### src/rtl/pc_sequencer.sv
// pc_sequencer
//   Owns the program counter and runs the fetch -> execute -> update loop.
//   An instruction is fetched over a req/ack handshake and latched for the decoder.
//   The sequencer then waits for execute completion and selects the next PC.
//   Next-PC priority is jmp > br_taken > pc+1. Branches take an unsigned magnitude
//   plus a direction bit. All arithmetic wraps modulo 2^WIDTH.
//   Compile-time option: defining PC_RAS_EN adds call/ret support backed by a
//   RAS_DEPTH-entry return-address stack. Priority then becomes
//   ret > call > jmp > br_taken > pc+1.
// Ports
//   clk, reset                   rising-edge clock, synchronous active-high reset
//   imem_req/addr/ack/data       instruction fetch handshake (addr = pc)
//   instr_valid, instr           latched instruction presented to decode
//   exec_done, stall             execute completion / sequencer freeze
//   br_taken, br_decr, br_diff   PC-relative branch (direction + unsigned magnitude)
//   jmp, jmp_addr                absolute jump
//   call, ret, ras_err           return stack control / sticky error (PC_RAS_EN only)
//   pc                           current program counter
module pc_sequencer #(
  parameter int unsigned       WIDTH     = 16,
  parameter logic [WIDTH-1:0]  RESET_PC  = '0,
  parameter int unsigned       RAS_DEPTH = 4
) (
  input  logic             clk,
  input  logic             reset,
  output logic             imem_req,
  output logic [WIDTH-1:0] imem_addr,
  input  logic             imem_ack,
  input  logic [WIDTH-1:0] imem_data,
  output logic             instr_valid,
  output logic [WIDTH-1:0] instr,
  input  logic             exec_done,
  input  logic             stall,
  input  logic             br_taken,
  input  logic             br_decr,
  input  logic [WIDTH-1:0] br_diff,
  input  logic             jmp,
  input  logic [WIDTH-1:0] jmp_addr,
`ifdef PC_RAS_EN
  input  logic             call,
  input  logic             ret,
  output logic             ras_err,
`endif
  output logic [WIDTH-1:0] pc
);

  if (RAS_DEPTH == 0) begin : g_bad_ras_depth
    $error("pc_sequencer: RAS_DEPTH must be at least 1");
  end

  typedef enum logic [1:0] {S_FETCH, S_EXEC, S_UPDATE} state_t;

  localparam logic [WIDTH-1:0] ONE = WIDTH'(1);

  state_t           r_state;
  state_t           w_state_nxt;
  logic [WIDTH-1:0] r_pc;
  logic [WIDTH-1:0] r_next_pc;
  logic             r_imem_req;
  logic             r_instr_valid;
  logic [WIDTH-1:0] r_instr;
  logic [WIDTH-1:0] w_pc_inc;
  logic [WIDTH-1:0] w_next_pc;
  logic             w_fetch_fire;
  logic             w_exec_fire;
  logic             w_update_fire;

`ifdef PC_RAS_EN
  localparam int unsigned RAS_CW = $clog2(RAS_DEPTH + 1);

  logic [WIDTH-1:0]  r_ras [RAS_DEPTH];   // index 0 is the most recent entry
  logic [RAS_CW-1:0] r_ras_cnt;
  logic              r_ras_err;
`endif

  // State register
  always_ff @(posedge clk) begin
    if (reset) r_state <= S_FETCH;
    else       r_state <= w_state_nxt;
  end

  // Next-state logic
  always_comb begin
    w_state_nxt = r_state;
    unique case (r_state)
      S_FETCH:  if (w_fetch_fire)  w_state_nxt = S_EXEC;
      S_EXEC:   if (w_exec_fire)   w_state_nxt = S_UPDATE;
      S_UPDATE: if (w_update_fire) w_state_nxt = S_FETCH;
      default:                     w_state_nxt = S_FETCH;
    endcase
  end

  // Per-state strobes. The fetch strobe is gated by the registered request so
  // an ack arriving in the idle cycle right after reset is ignored.
  always_comb begin
    w_fetch_fire  = (r_state == S_FETCH) && r_imem_req && imem_ack;
    w_exec_fire   = (r_state == S_EXEC) && exec_done && !stall;
    w_update_fire = (r_state == S_UPDATE) && !stall;
  end

  // Next-PC selection, evaluated while in S_EXEC and captured on exec completion
  always_comb begin
    w_pc_inc  = r_pc + ONE;
    w_next_pc = w_pc_inc;
`ifdef PC_RAS_EN
    if (ret)
      w_next_pc = (r_ras_cnt != '0) ? r_ras[0] : w_pc_inc;
    else if (call)
      w_next_pc = jmp_addr;
    else
`endif
    if (jmp)
      w_next_pc = jmp_addr;
    else if (br_taken)
      w_next_pc = br_decr ? (r_pc - br_diff) : (r_pc + br_diff);
  end

  // Datapath registers; imem_req is registered from the next state so it is
  // high for every cycle spent in S_FETCH except the first one after reset.
  always_ff @(posedge clk) begin
    if (reset) begin
      r_pc          <= RESET_PC;
      r_next_pc     <= RESET_PC;
      r_imem_req    <= 1'b0;
      r_instr_valid <= 1'b0;
      r_instr       <= '0;
    end else begin
      r_imem_req <= (w_state_nxt == S_FETCH);
      if (w_fetch_fire) begin
        r_instr       <= imem_data;
        r_instr_valid <= 1'b1;
      end
      if (w_exec_fire) begin
        r_instr_valid <= 1'b0;
        r_next_pc     <= w_next_pc;
      end
      if (w_update_fire) r_pc <= r_next_pc;
    end
  end

`ifdef PC_RAS_EN
  // Return stack as a shift register: a push into a full stack shifts the
  // oldest entry out of the bottom.
  always_ff @(posedge clk) begin
    if (reset) begin
      r_ras_cnt <= '0;
      r_ras_err <= 1'b0;
      for (int unsigned i = 0; i < RAS_DEPTH; i++) r_ras[i] <= '0;
    end else if (w_exec_fire) begin
      if (ret) begin
        if (r_ras_cnt != '0) begin
          for (int unsigned i = 0; i + 1 < RAS_DEPTH; i++) r_ras[i] <= r_ras[i+1];
          r_ras_cnt <= r_ras_cnt - RAS_CW'(1);
        end else begin
          r_ras_err <= 1'b1;
        end
      end else if (call) begin
        for (int unsigned i = 1; i < RAS_DEPTH; i++) r_ras[i] <= r_ras[i-1];
        r_ras[0] <= w_pc_inc;
        if (r_ras_cnt == RAS_CW'(RAS_DEPTH)) r_ras_err <= 1'b1;
        else                                 r_ras_cnt <= r_ras_cnt + RAS_CW'(1);
      end
    end
  end

  assign ras_err = r_ras_err;
`endif

  assign imem_req    = r_imem_req;
  assign imem_addr   = r_pc;
  assign instr_valid = r_instr_valid;
  assign instr       = r_instr;
  assign pc          = r_pc;

endmodule

### config.mk
export PLATFORM = sky130hd
export DESIGN_NAME = pc_sequencer
export DESIGN_NICKNAME = d
export VERILOG_FILES = /design/src/rtl/pc_sequencer.sv
export SDC_FILE = /design/constraint.sdc
export NUM_CORES = 1
export LEC_CHECK = 0
export BUFFER_PORTS_ARGS = -buffer_cell sky130_fd_sc_hd__buf_2
export CAP_MARGIN = 20
export CORE_ASPECT_RATIO = 0.8
export CORE_MARGIN = 3
export CORE_UTILIZATION = 52
export CTS_CLUSTER_SIZE = 14
export DETAILED_ROUTE_END_ITERATION = 12
export GPL_TIMING_DRIVEN = 0
export PLACE_DENSITY = 0.81
export SETUP_SLACK_MARGIN = 0.2
export SLEW_MARGIN = 5
export SYNTH_ARGS = -nofsm -noshare
export SYNTH_HDL_FRONTEND = slang
export SYNTH_SLANG_ARGS = --single-unit
export TNS_END_PERCENT = 20
### constraint.sdc
create_clock -name clk -period 4 [get_ports clk]
set_input_delay 0.4 -clock clk [delete_from_list [all_inputs] [get_ports clk]]
set_output_delay 0.4 -clock clk [all_outputs]
set_load 0.005 [all_outputs]
==> results.txt <==
----------------------------------------------------
[Drt]
  Remaining antenna violation count after routing ... 0
  Number of design-rule violations left by the first detailed-router iteration ... 286
  Detailed-route wire length ... just under 10000 µm
  First-pass iteration count of the detailed router ... 8
  Remaining routing DRC violations ... 0
  Final routed wire length divided by cell count ... ~15 µm
  Total vias in the final route ... 3579
  Routed vias/inst ... 5.59

[Global routing]
  Via count of the first global-routing pass ... 3245
  Maximum number of pins on one net before global-route repair ... 16
  Gr ovfl total ... 0
  Antenna violations before repair ... 0
  Overall global routing resource usage ... approximately 26%
  First-pass GRT wire length ... 15500 µm

[Clock network]
  Number of clock buffers inserted by TritonCTS ... 5
  Sink count of the clock tree ... 52
  CTS tree ... built
  CTS clk-pin slew, worst paths ... 0.10 ns
  Maximum count of clock buffers along a single path ... 2
  Number of setup buffers added after CTS ... 0
  Clock latency on the worst-skew pair ... 0.30 ns
  Count of H-tree levels built during CTS ... 2
  CTS Root Cell ... clkbuf_8
  Post_cts resized ... 0
  Number of hold buffers added after CTS ... 0

[Floorplanning]
  Initial standard-cell utilization of the core ... between 50 and 60%
  Core outline area ... slightly above 0.006 mm²
  DIE WIDTH ... 95.6 µm
  Total number of placement rows ... 25
  Boundary pin count ... 106
  Die Height ... 77.7 µm
  Die Area ... roughly 0.0074 mm²

[Placed design]
  Placed wire-length estimate ... a little under 8000 µm
  Routability congestion estimate ... 0.900
  PortBufs ... between 100 and 150
  Placed Instances ... roughly 630

[STA]
  Worst-case hold slack ... ~0.32 ns
  Max-slew violation count ... 0
  Tightest Pin Transition ... 0.914 ns
  Clock period minus worst slack ... 3.39 ns
  Sum of negative setup slack ... 0 ns
  Final Hold Vio Count ... 0
  Worst-case clock skew ... about 0.0086 ns
  Unrepaired setup endpoints after global routing ... no
  Setup violations, final ... 0
  Peak Freq ... 295 MHz
  Final cycle utilization of the critical path ... 84.6%
  Slew HR ... 38.9%

[Synthesis]
  Post-synth EDFFs ... 0
  Fraction of the yosys area taken by sequential cells ... 31.1%
  Synth Warn # ... 0
  Number of flip-flops and latches in the synthesized netlist ... 52
  Post-synthesis cell type with the largest combined area ... dfxtp_1
  Synthesized area divided by synthesized cell count ... 7.50 µm²
  Top cells by area in the synthesized netlist ... dfxtp_1 (31%), nand2_1 (9.7%), a21oi_1 (9.3%)
  Most common cell in the synthesized netlist ... nand2_1
  Main synth FF type ... dfxtp_1
  Syn Std Cell Area ... ~0.0033 mm²
  Syn_nets ... 519
  Post-Syn Instances ... 446
  Number of different library cells in the post-synthesis netlist ... 53
  Area share of the largest cell type after synthesis ... 31.1%
  Synth top cells by count ... nand2_1 (86), a21oi_1 (62), dfxtp_1 (52)
  Post-synth ARST share ... 0%

[Finish]
  Count of filler cells inserted in the layout ... 565
  Area of the multi-input gates ... ~0.0020 mm²
  Synthesis-to-layout area growth ... 21.6%
  Net total in the final layout ... between 600 and 700
  Storage cell area ... 0.00104 mm²
  Share of layout cells above drive strength 1 ... ~25%
  Number of non-filler instances in the completed layout ... 640
  Ant. Diodes ... 0

[Power and ir drop]
  PD cells ... roughly 260 mW/mm²
  Leakage Power ... 1.90 nW
  Tot Pwr ... 1.05 mW
  Worst IR Drop VDD ... between 0.00015 and 0.0002 V

[Setup path]
  Worst Setup Path Type ... input pin to flop
  Startpoint kind of the worst setup timing path ... input pin
  Worst EP arrival ... 3.62 ns
  Register-to-register setup slack ... 1.56 ns
  Reg2Reg Capture Point ... r_next_pc[12]
  Worst R2R Path Depth ... 10
  Crit Path Max Fanout ... 8
  Required time at the endpoint of the critical path ... 4.23 ns
  CP endpoint kind ... flop
  Origin of the critical flop-to-flop path ... imem_addr[0]

[Hold path]
  Type of the most critical hold path ... input pin to flop
  Destination of the worst hold path ... instr[12]
  Cell count of the worst hold path ... 3
  Startpoint of the tightest hold check path ... imem_data[12]

[Run status]
  Result of the run ... complete, no violations

[Run]
  Max-Cap Viols ... 0

----------------------------------------------------
## placed cells by master (no fill, tap or decap), drive strengths merged, types with 2 or more instances in the layout
cell / instances
buf: 124
nand2: 86
a21oi: 63
dfxtp: 52
clkbuf: 25
nor2: 20
o21ai: 16
ha: 16
nor3: 15
xnor2: 15
inv: 14
and2: 13
a31oi: 10
a21o: 8
and3: 7
a211oi: 6
nand3: 6
o211ai: 6
or3: 5
mux2i: 4
nand2b: 4
o21a: 4
xor2: 4
nor3b: 3
nor2b: 3
o21bai: 3
nand3b: 3
a41o: 2
o211a: 2
nor4: 2
or4: 2
## worst max path at each step
stage	start	end	slack, ns	cells after the start
finish	br_diff[4]	r_next_pc[14]	0.61	13
floorplan	br_diff[4]	r_next_pc[14]	0.82	12
global route	br_diff[4]	r_next_pc[14]	0.41	13
detailed placement	br_diff[4]	r_next_pc[14]	0.31	13
CTS	br_diff[4]	r_next_pc[14]	0.60	13
global placement	br_diff[4]	r_next_pc[14]	0.38	13
## power by group
part           internal, mW  leakage, nW  switching (mW)
Sequential            0.533        0.421         0.00809
Combinational        0.0832         1.44           0.112
Clock                 0.141       0.0445           0.172
Total                 0.757         1.90           0.293
## area by class of cell
cell class | instances | area share [%]
clock buffer | 7 | 2.12
buffer | 37 | 4.93
clock inverter | 1 | 0.185
multi-input combinational | 342 | 50.3
tap | 81 | 2.49
timing repair buffer | 105 | 12.9
inverter | 15 | 1.39
sequential | 52 | 25.6
## sequential cells by signal, indices dropped and copies added (netlist names)
register     count
r_state          2
r_next_pc       16
imem_req         1
instr           16
instr_valid      1
imem_addr       16
## per-layer routing
| layer | GRT usage [%] | vias to the layer above | share of wire, % |
|---|---|---|---|
| met5 | 0 | - | 0 |
| met2 | 42.5 | 146 | 47 |
| met4 | 3.98 | 0 | 0.75 |
| met1 | 35.9 | 1658 | 44 |
| li1 | - | 1767 | - |
| met3 | 4.55 | 8 | 7.5 |
## stage by stage
step,worst slack (ns),utilization (%),instance area (µm²)
finish,0.615,67.0,4060
global route,0.412,67.0,4060
CTS,0.605,67.0,4060
detailed placement,0.311,65.4,3970
global placement,0.380,65.4,3970
floorplan,0.821,-,3340
## critical path: stages
cell	delay, ns
buf_2	0.13
nor4_2	0.35
nor4b_4	0.48
a21oi_1	0.17
xnor2_1	0.15
and2_1	0.16
ha_1	0.37
a21o_1	0.25
o21bai_1	0.16
a41o_1	0.27
or3_1	0.38
a41o_1	0.22
a21oi_1	0.12
## kinds of logic after synthesis
kind of cell	share of synthesized area [%]
xor gates and xnor gates	4.98
buffers and inverters	7.67
AOI/OAI and AO/OA	23.0
muxes	1.20
adders and majority gates	6.59
DFF	31.1
and+or+nand+nor	25.4
(Power assumes the default switching activity.)
